## src/rtl/hawk_axird_arb_pkg.sv

```systemverilog
// Shared types for the AXI read arbiter: request/ready/response packets, FSM states and debug view.
package hawk_axird_arb_pkg;

    localparam int AXI4_LEN_W    = 8;
    localparam int AXI_ADDR_W    = 48;
    localparam int AXI_DATA_W    = 64;
    localparam int AXIRD_NUM_REQ = 3;
    localparam int AXIRD_BEAT_W  = AXI4_LEN_W + 1;

    typedef enum logic [1:0] {
        ARB_IDLE,
        ARB_ADDR,
        ARB_DATA
    } axird_arb_state_t;

    typedef struct packed {
        logic [AXI_ADDR_W-1:0] addr;
        logic [AXI4_LEN_W-1:0] arlen;
        logic                  arvalid;
        logic                  rready;
    } axi_rd_reqpkt_t;

    typedef struct packed {
        logic arready;
    } axi_rd_rdypkt_t;

    typedef struct packed {
        logic [AXI_DATA_W-1:0] rdata;
        logic [1:0]            rresp;
        logic                  rvalid;
        logic                  rlast;
    } axi_rd_resppkt_t;

    typedef struct packed {
        axird_arb_state_t          state;
        logic [2:0]                grant_idx;
        logic [AXIRD_BEAT_W-1:0]   beat_cnt;
        logic                      len_err;
    } debug_axird_arb_t;

    function automatic int rr_wrap_inc(input int idx, input int n);
        return (idx + 1 >= n) ? 0 : idx + 1;
    endfunction

endpackage

```

## src/rtl/hawk_axird_arb_if.sv

```systemverilog
// Bundle of requester-side and master-side read channels shared by the arbiter.
interface hawk_axird_arb_if
    import hawk_axird_arb_pkg::*;
#(
    parameter int NUM_REQ = AXIRD_NUM_REQ
);

    axi_rd_reqpkt_t  req_pkt  [NUM_REQ];
    axi_rd_rdypkt_t  req_rdy  [NUM_REQ];
    axi_rd_resppkt_t req_resp [NUM_REQ];
    axi_rd_reqpkt_t  mst_req;
    axi_rd_rdypkt_t  mst_rdy;
    axi_rd_resppkt_t mst_resp;

    // Arbiter side
    modport slave (
        input  req_pkt, mst_rdy, mst_resp,
        output req_rdy, req_resp, mst_req
    );

    // Requesters plus read master side
    modport master (
        output req_pkt, mst_rdy, mst_resp,
        input  req_rdy, req_resp, mst_req
    );

endinterface

```

## src/rtl/hawk_rr_picker.sv

```systemverilog
// Combinational round-robin picker: first asserted request at or after ptr_i, wrapping.
module hawk_rr_picker #(
    parameter int NUM_REQ = 3,
    parameter int IDX_W   = $clog2(NUM_REQ)
) (
    input  logic [NUM_REQ-1:0] req_i,
    input  logic [IDX_W-1:0]   ptr_i,
    output logic [NUM_REQ-1:0] grant_oh_o,
    output logic [IDX_W-1:0]   grant_idx_o,
    output logic               any_req_o
);

    int   cand;
    logic found;

    always_comb begin
        grant_oh_o  = '0;
        grant_idx_o = '0;
        found       = 1'b0;
        cand        = 0;
        for (int k = 0; k < NUM_REQ; k++) begin
            cand = int'(ptr_i) + k;
            if (cand >= NUM_REQ) begin
                cand = cand - NUM_REQ;
            end
            if (!found && req_i[cand]) begin
                found            = 1'b1;
                grant_oh_o[cand] = 1'b1;
                grant_idx_o      = IDX_W'(cand);
            end
        end
        any_req_o = |req_i;
    end

endmodule

```

## src/rtl/hawk_axird_arb.sv

```systemverilog
// Round-robin arbiter sharing one AXI read master; one burst in flight, locked to its winner until rlast.
module hawk_axird_arb
    import hawk_axird_arb_pkg::*;
#(
    parameter int NUM_REQ = AXIRD_NUM_REQ
) (
    input  logic             clk,
    input  logic             rst_n,
    hawk_axird_arb_if.slave  bus,
    output debug_axird_arb_t dbg
);

    localparam int IDX_W  = $clog2(NUM_REQ);
    localparam int BEAT_W = AXIRD_BEAT_W;

    axird_arb_state_t        state_q, state_d;
    logic [IDX_W-1:0]        rr_ptr_q, rr_ptr_d;
    logic [IDX_W-1:0]        grant_idx_q, grant_idx_d;
    logic [BEAT_W-1:0]       beat_cnt_q, beat_cnt_d;
    logic                    len_err_q, len_err_d;
    logic [AXI_ADDR_W-1:0]   addr_q, addr_d;
    logic [AXI4_LEN_W-1:0]   arlen_q, arlen_d;

    logic [NUM_REQ-1:0]      req_vec;
    logic [NUM_REQ-1:0]      rready_vec;
    logic [NUM_REQ-1:0]      gnt_sel;
    logic [NUM_REQ-1:0]      grant_oh;
    logic [IDX_W-1:0]        win_idx;
    logic                    any_req;
    logic                    gnt_rready;
    logic [AXI_ADDR_W-1:0]   win_addr;
    logic [AXI4_LEN_W-1:0]   win_len;
    logic [BEAT_W-1:0]       beat_cnt_inc;
    logic [BEAT_W-1:0]       exp_beats;
    logic                    beat;
    axi_rd_reqpkt_t          mst_req;

    // Requests are masked during reset so no arready pulse escapes while rst_n is low.
    for (genvar gi = 0; gi < NUM_REQ; gi++) begin : g_req
        assign req_vec[gi]    = bus.req_pkt[gi].arvalid & rst_n;
        assign rready_vec[gi] = bus.req_pkt[gi].rready;
        assign gnt_sel[gi]    = (state_q == ARB_DATA) && (grant_idx_q == IDX_W'(gi));
        assign bus.req_rdy[gi] = '{arready: (state_q == ARB_IDLE) & grant_oh[gi]};
        assign bus.req_resp[gi] = '{rdata:  bus.mst_resp.rdata,
                                    rresp:  bus.mst_resp.rresp,
                                    rvalid: gnt_sel[gi] & bus.mst_resp.rvalid,
                                    rlast:  gnt_sel[gi] & bus.mst_resp.rlast};
    end

    hawk_rr_picker #(
        .NUM_REQ (NUM_REQ),
        .IDX_W   (IDX_W)
    ) u_picker (
        .req_i       (req_vec),
        .ptr_i       (rr_ptr_q),
        .grant_oh_o  (grant_oh),
        .grant_idx_o (win_idx),
        .any_req_o   (any_req)
    );

    always_comb begin
        win_addr = '0;
        win_len  = '0;
        for (int i = 0; i < NUM_REQ; i++) begin
            if (grant_oh[i]) begin
                win_addr = bus.req_pkt[i].addr;
                win_len  = bus.req_pkt[i].arlen;
            end
        end
    end

    assign gnt_rready   = |(gnt_sel & rready_vec);
    assign beat_cnt_inc = beat_cnt_q + BEAT_W'(1);
    // Zero-extended so arlen=255 yields 256 without wrapping.
    assign exp_beats    = {1'b0, arlen_q} + BEAT_W'(1);

    always_comb begin
        state_d     = state_q;
        rr_ptr_d    = rr_ptr_q;
        grant_idx_d = grant_idx_q;
        beat_cnt_d  = beat_cnt_q;
        len_err_d   = len_err_q;
        addr_d      = addr_q;
        arlen_d     = arlen_q;
        mst_req     = '0;
        beat        = 1'b0;
        case (state_q)
            ARB_IDLE: begin
                if (any_req) begin
                    state_d     = ARB_ADDR;
                    grant_idx_d = win_idx;
                    rr_ptr_d    = IDX_W'(rr_wrap_inc(int'(win_idx), NUM_REQ));
                    beat_cnt_d  = '0;
                    addr_d      = win_addr;
                    arlen_d     = win_len;
                end
            end
            ARB_ADDR: begin
                mst_req.addr    = addr_q;
                mst_req.arlen   = arlen_q;
                mst_req.arvalid = 1'b1;
                if (bus.mst_rdy.arready) begin
                    state_d = ARB_DATA;
                end
            end
            ARB_DATA: begin
                mst_req.addr   = addr_q;
                mst_req.arlen  = arlen_q;
                mst_req.rready = gnt_rready;
                beat           = bus.mst_resp.rvalid & gnt_rready;
                if (beat) begin
                    beat_cnt_d = beat_cnt_inc;
                    if (bus.mst_resp.rlast != (beat_cnt_inc == exp_beats)) begin
                        len_err_d = 1'b1;
                    end
                    if (bus.mst_resp.rlast) begin
                        state_d = ARB_IDLE;
                    end
                end
            end
            default: begin
                state_d = ARB_IDLE;
            end
        endcase
    end

    assign bus.mst_req = mst_req;

    always_ff @(posedge clk or negedge rst_n) begin
        if (!rst_n) begin
            state_q     <= ARB_IDLE;
            rr_ptr_q    <= '0;
            grant_idx_q <= '0;
            beat_cnt_q  <= '0;
            len_err_q   <= 1'b0;
            addr_q      <= '0;
            arlen_q     <= '0;
        end else begin
            state_q     <= state_d;
            rr_ptr_q    <= rr_ptr_d;
            grant_idx_q <= grant_idx_d;
            beat_cnt_q  <= beat_cnt_d;
            len_err_q   <= len_err_d;
            addr_q      <= addr_d;
            arlen_q     <= arlen_d;
        end
    end

    assign dbg = '{state:     state_q,
                   grant_idx: 3'(grant_idx_q),
                   beat_cnt:  beat_cnt_q,
                   len_err:   len_err_q};

endmodule

```

## src/flat_wrapper.sv

```systemverilog
// flat-port wrapper written by rule: the top's interface ports become plain ports
module hawk_axird_arb_flat import hawk_axird_arb_pkg::*;
#(
    parameter int NUM_REQ = AXIRD_NUM_REQ
)
  (clk, rst_n, dbg, bus_req_pkt, bus_mst_rdy, bus_mst_resp, bus_req_rdy, bus_req_resp, bus_mst_req);
  hawk_axird_arb_if #(.NUM_REQ(NUM_REQ)) bus_i ();
  input  logic clk;
  input  logic rst_n;
  output debug_axird_arb_t dbg;
  input wire logic [$bits(bus_i.req_pkt)-1:0] bus_req_pkt;
  input wire logic [$bits(bus_i.mst_rdy)-1:0] bus_mst_rdy;
  input wire logic [$bits(bus_i.mst_resp)-1:0] bus_mst_resp;
  output wire logic [$bits(bus_i.req_rdy)-1:0] bus_req_rdy;
  output wire logic [$bits(bus_i.req_resp)-1:0] bus_req_resp;
  output wire logic [$bits(bus_i.mst_req)-1:0] bus_mst_req;
  assign bus_i.req_pkt = {>>{bus_req_pkt}};
  assign bus_i.mst_rdy = bus_mst_rdy;
  assign bus_i.mst_resp = bus_mst_resp;
  assign bus_req_rdy = {>>{bus_i.req_rdy}};
  assign bus_req_resp = {>>{bus_i.req_resp}};
  assign bus_mst_req = bus_i.mst_req;
  hawk_axird_arb #(.NUM_REQ(NUM_REQ)) u_core (.clk(clk), .rst_n(rst_n), .bus(bus_i), .dbg(dbg));
endmodule
```

## config.mk

```make
export PLATFORM = sky130hd
export DESIGN_NAME = hawk_axird_arb_flat
export DESIGN_NICKNAME = d
export VERILOG_FILES = /design/src/rtl/hawk_axird_arb_pkg.sv /design/src/rtl/hawk_axird_arb_if.sv /design/src/rtl/hawk_rr_picker.sv /design/src/rtl/hawk_axird_arb.sv /design/src/flat_wrapper.sv
export SDC_FILE = /design/constraint.sdc
export NUM_CORES = 1
export LEC_CHECK = 0
export ABC_AREA = 1
export CAP_MARGIN = 0
export CORE_AREA = 2 2 204 206
export CTS_CLUSTER_DIAMETER = 60
export DETAILED_ROUTE_END_ITERATION = 8
export DIE_AREA = 0 0 206 208
export PLACE_DENSITY = 0.55
export SYNTH_ARGS = -nofsm -noshare
export SYNTH_HDL_FRONTEND = slang
export SYNTH_HIERARCHICAL = 1
export SYNTH_SLANG_ARGS = --single-unit
export TNS_END_PERCENT = 5
```

## constraint.sdc

```tcl
create_clock -name clk -period 3.4 [get_ports clk]
set_clock_uncertainty 0.15 [all_clocks]
set_input_delay 0.51 -clock clk [delete_from_list [all_inputs] [get_ports clk]]
set_output_delay 0.51 -clock clk [all_outputs]
set_load 0.03 [all_outputs]
```

* Yosys cells after proc, flatten, opt, wreduce, memory -nomap -nowiden
Index checks and enable logic that the tools add are counted.
Word-level totals: output and inout port bits 280, word-level logic and storage cells 115, input bits 245, flip-flop bits (word level) 72
Cells by class: reductions and logical operators 20, bitwise logic cells 16, eq/ne operators 10, $lt $le $gt $ge 10, multiplexer cells 44, add/sub/neg operators 8
Operator list (number):
- two-way mux 48 bit | 3
- >= comparator 32 x 1 -> 1 bit (second input constant) | 3
- less-than comparator 32 x 4 -> 1 bit (second input constant) | 3
- two-way mux 32 bit | 3
- two-way mux 56 bit | 1
- two-way mux 8 bit | 3
- two-way mux 9 bit | 2
- one-hot mux 9 bit (2 select lines) | 1
- two-way mux 2 bit | 8
- AND 1 bit | 13
- two-way mux 1 bit | 13
- adder 8 x 1 -> 9 bit (second input constant) | 1
- adder 9 x 1 -> 9 bit (second input constant) | 1
- equality test 9 bit | 1
- >= comparator 3 x 2 -> 1 bit (second input constant) | 3
- two-way mux 3 bit | 3
- logical AND 1 bit | 8
- subtractor 3 x 2 -> 4 bit (second input constant) | 2
- adder 2 x 1 -> 3 bit (second input constant) | 2
- binary-select mux 1 bit (select 2 bit) | 3
- demux 1 bit (select 2 bit) | 3
- != test 2 bit (second input constant) | 3
- bitwise OR 3 bit | 2
- one-hot mux 2 bit (3 select lines) | 1
- other kinds (16) | 22

* Logic depth before layout (Yosys ltp)
word-level depth 15, gate-level depth with buffers 19, depth with buffers taken out 17

* By module
Netlist, hierarchy kept.
By module, submodules not included:
- hawk_axird_arb | instances 1, cells each 995, area each 6417.4 µm²
- hawk_rr_picker | instances 1, cells each 63, area each 316.6 µm²

* Worst setup path after synthesis
No wires, ideal clock.
path type reg2out, start point reg u_core.rr_ptr_q[0], end point out bus_req_rdy[0], path buffers 3, cell stages (with the launch flop) 15, required time 2740 ps, path slack 573 ps, data arrival time 2167 ps, path through dfrtp_1 > inv_1 > ha_1 > buf_4 > nand2_1 > nand3_1 > nand2_1 > nand3_1 > nand2_1 > inv_1 > nand2_1 > clkbuf_1 > clkbuf_1 > nand2_1 > inv_1
Between the ends: cells in the longest elaborated chain, start to end 13, elaborated cells between the ends (all ways) 47, those cells by class 5 x add/sub; 9 x order compare; 23 x mux; 3 x bitwise; 7 x reduce/logical
Ends and longest elaborated chain:
- start, declared | line hawk_axird_arb.sv:17 | logic [IDX_W-1:0] rr_ptr_q, rr_ptr_d;
- start signal, assigned | line hawk_axird_arb.sv:140 | rr_ptr_q <= rr_ptr_d;
- parallel branches: the longest is 11 deep, another holds >= comparator 32 x 1 -> 1 bit
- two-way mux 3 bit * | line hawk_rr_picker.sv:26 | if (!found && req_i[cand]) begin
- net u_core.grant_oh[2] | line hawk_axird_arb.sv:27 | logic [NUM_REQ-1:0] grant_oh;
- AND 1 bit * | line hawk_axird_arb.sv:43 | assign bus.req_rdy[gi] = '{arready: (state_q == ARB_IDLE) & grant_oh[gi]};
- end, declared | line flat_wrapper.sv:14 | output wire logic [$bits(bus_i.req_rdy)-1:0] bus_req_rdy;
Mark *: on every way through the listed nets, which the timed path passes. The select of a mux whose other input is x is not followed.

* Final worst setup path
start point reg u_core.state_q[0], end point out bus_req_resp[0]
Between the ends: cells in the longest elaborated chain, start to end 3
Ends and longest elaborated chain:
- start, declared | line hawk_axird_arb.sv:16 | axird_arb_state_t state_q, state_d;
- start signal, assigned | line hawk_axird_arb.sv:139 | state_q <= state_d;
- equality test 2 bit | line hawk_axird_arb.sv:42 | assign gnt_sel[gi] = (state_q == ARB_DATA) && (grant_idx_q == IDX_W'(gi));
- logical AND 1 bit | line hawk_axird_arb.sv:42
- AND 1 bit | line hawk_axird_arb.sv:47 | rlast: gnt_sel[gi] & bus.mst_resp.rlast};
- end, declared | line flat_wrapper.sv:15 | output wire logic [$bits(bus_i.req_resp)-1:0] bus_req_resp;
Every way passes these cells.

==> metrics.txt <==
status finished clean; top_reg_cell synth dfrtp_1; Worst-Margin Slew between 0.6 and 0.7 ns; Rows 74; CP Capture Type output pin; final instance area between 8000 and 9000 sq um; die width around 210 microns; CTS tree done; Yosys reg bits about 70; multi-input logic area ~2800 sq um; unrepaired setup endpoints after global routing no; Bufs on Longest Clock Path 2; layout cell share with drive strength beyond 1 0.0508; Post-synth top cells nand2_1, buf_4, inv_1; GPL Wtd Cong slightly above 0.8; fillcell total between 4000 and 5000; Crit-path slowest cell clkdlybuf4s50_1; DRT Wirelength between 20 and 30 mm; die area 42800 sq um; count of input and output buffers between 200 and 300; All-Layer GR Usage 0.118; DRC Markers 0; crit-path max FO 5; Seq/Total Area, Yosys 0.268; Final TNS setup 0 ns; clock latency on the worst-skew pair 0.36 ns; largest net degree at the start of global routing 73; initial antenna violation count 3; vias in the first global route between 6000 and 7000; Worst Setup SP u_core/state_q[0]$_DFFE_PN0P_; syn_nets approximately 1300; peak supply drop about 0.36 mV; Post-synth EDFFs 0; Initial Util 0.166; first-pass GRT wire length 38.1 mm; Rel. slew slack 0.548; Min-Delay Path Class in -> async; H-tree level count 3; crit start category register; GR Overflow Total 0; cell area after synthesis about 6700 sq um; Levels on crit path 7; critical path class reg -> out; cell taking the most area after synthesis dfrtp_1; Synth Warn # 6; core area about 41000 sq um; Ports about 530; HPWL Detailed between 20 and 25 mm; final slew viol count 0; drt wl/cell 15.8 microns; via count between 6000 and 7000; asr flop ratio synth 1.00; DP Cell Count ~1600; Critical Path AT roughly 2.4 ns; top cells by area, synth dfrtp_1, buf_4, nand2_1, a21oi_1, inv_1; fmax around 320 MHz; worst-case reg-to-reg path depth 15; Via-to-Cell Ratio about 4.0; hold slack final 0.0911 ns; Cells after Synth about 1100; number of library cell types mapped by synthesis 29; CP dominant cell by count inv_1; CP Cell Sequence inv_1 > ha_1 > inv_2 > nor3_1 > inv_1 > nor2_1 > clkdlybuf4s50_1; MaxCap Viol Count 0; Area Growth Syn to Fin 30.6%; period utilization 0.911; Nets 1352; CTS sink count roughly 70; clk root buf clkbuf_16; Reg area approximately 1800 sq um; worst r2r src u_core/rr_ptr_q[0]$_DFFE_PN0P_; Die Ht roughly 210 microns; Pre-Repair DR Iteration Count 4; total power draw 7840 uW; CTS Buf Count 9; CP required ~2.7 ns; slowest cell delay on critical path around 0.7 ns; diode count 0; Synth top area share 0.268; Final ANT Viol Nets 0; CP bufs+invs 4; Cell Count, Final, Fillers Out between 1500 and 2000; Fin. Hold Viols 0; initial DRC count between 200 and 300; leakage 0.00414 uW; DP Area around 8500 sq um; most numerous cell in the Yosys netlist nand2_1; final setup violation count 0; Clock Pin Slew Worst Setup and Hold Paths 0.06 ns; Mean Syn Cell Area 6.36 sq um; pwr/cell area between 800 and 900 nW/um^2; post-layout minimum cycle time 3.10 ns; Worst path top cell family by delay buffers and inverters
## worst reg2reg max path: stages (launching register included)
cell	delay, ns
dfrtp_1	0.41
inv_1	0.08
ha_2	0.41
inv_2	0.06
nand2_1	0.05
nand3_1	0.07
nand2_1	0.12
nand3_1	0.08
nand2_1	0.07
inv_2	0.04
nand2_2	0.09
buf_4	0.40
a21oi_1	0.20
a21oi_1	0.33
o21ai_0	0.17
nand2_1	0.08
## power breakdown
group          total [uW]  internal (uW)  switching [uW]  leakage (uW)
combinational        5520           1940            3580       0.00307
clock                 930            513             417      0.000136
sequential           1400           1170             228      0.000940
total                7840           3620            4220       0.00414
## cells by family (layout without fill, tap and decap cells)
group,after synthesis,count (layout),share of synthesized area
AOI/OAI and AO/OA,196,196,0.150
buffers and inverters,364,408,0.317
other,1,1,0.000557
and+or+nand+nor,415,415,0.246
adders and majority gates,10,10,0.0186
DFF,72,72,0.268
## registers in the layout, summed over array words and instances (netlist names)
name                flops
u_core/addr_q          48
u_core/beat_cnt_q       9
u_core/arlen_q          8
u_core/grant_idx_q      2
u_core/rr_ptr_q         2
u_core/state_q          2
u_core/len_err_q        1
## final cells by class
class | instances | area share
multi-input combinational | 622 | 0.321
inverter | 119 | 0.0511
timing repair buffer | 273 | 0.316
clock buffer | 11 | 0.0276
clock inverter | 5 | 0.00356
tap | 532 | 0.0757
sequential | 72 | 0.205
## timing repair
action                                  4_1_cts  5_1_grt
endpoints found under the setup margin        0        1
hold buffers                                  1        0
buffers inserted                              0        0
endpoints found under the hold margin         1        0
gates resized for setup                       0        2
## per-stage QoR
step / setup slack (ns) / utilization
6_report: 0.304 / 0.217
5_1_grt: 0.113 / 0.217
4_1_cts: 0.0672 / 0.217
3_5_place_dp: 0.222 / 0.210
3_3_place_gp: 0.221 / 0.210
2_1_floorplan: 0.573 / -
## worst paths after layout
kind	end	slack (ns)
setup / recovery	bus_req_resp[0]	0.30
hold / removal	u_core/rr_ptr_q[1]$_DFFE_PN0P_	0.09
setup reg to reg	u_core/addr_q[20]$_DFFE_PN0P_	0.51
hold reg to reg	u_core/len_err_q$_DFFE_PN0P_	0.32
max in group asynchronous	u_core/addr_q[37]$_DFFE_PN0P_	2.43
min in group clk	u_core/len_err_q$_DFFE_PN0P_	0.32
## per-layer routing
metal | global-route usage | share of wire | up-vias
met1 | 0.129 | 0.40 | 2869
met2 | 0.190 | 0.45 | 307
li1 | - | - | 3162
met4 | 0.0746 | 0.059 | 6
met5 | 0.00576 | 0.0024 | -
met3 | 0.0475 | 0.096 | 123
## cells in the final DEF (no fill, tap or decap), types with 2 or more instances in the layout
cell type	n
a21oi_1	111
buf_12	7
buf_4	9
clkbuf_16	9
clkdlybuf4s50_1	255
clkinv_2	3
dfrtp_1	72
ha_1	8
ha_2	2
inv_1	112
inv_2	6
nand2_1	337
nand2_2	3
nand2_4	3
nand3_1	24
nand3_2	3
nand4_1	6
nor2_1	30
nor2_4	2
nor3_1	6
o21ai_0	76
o21ai_1	2
o21ai_2	2
Power figures use the tool's default switching activity.
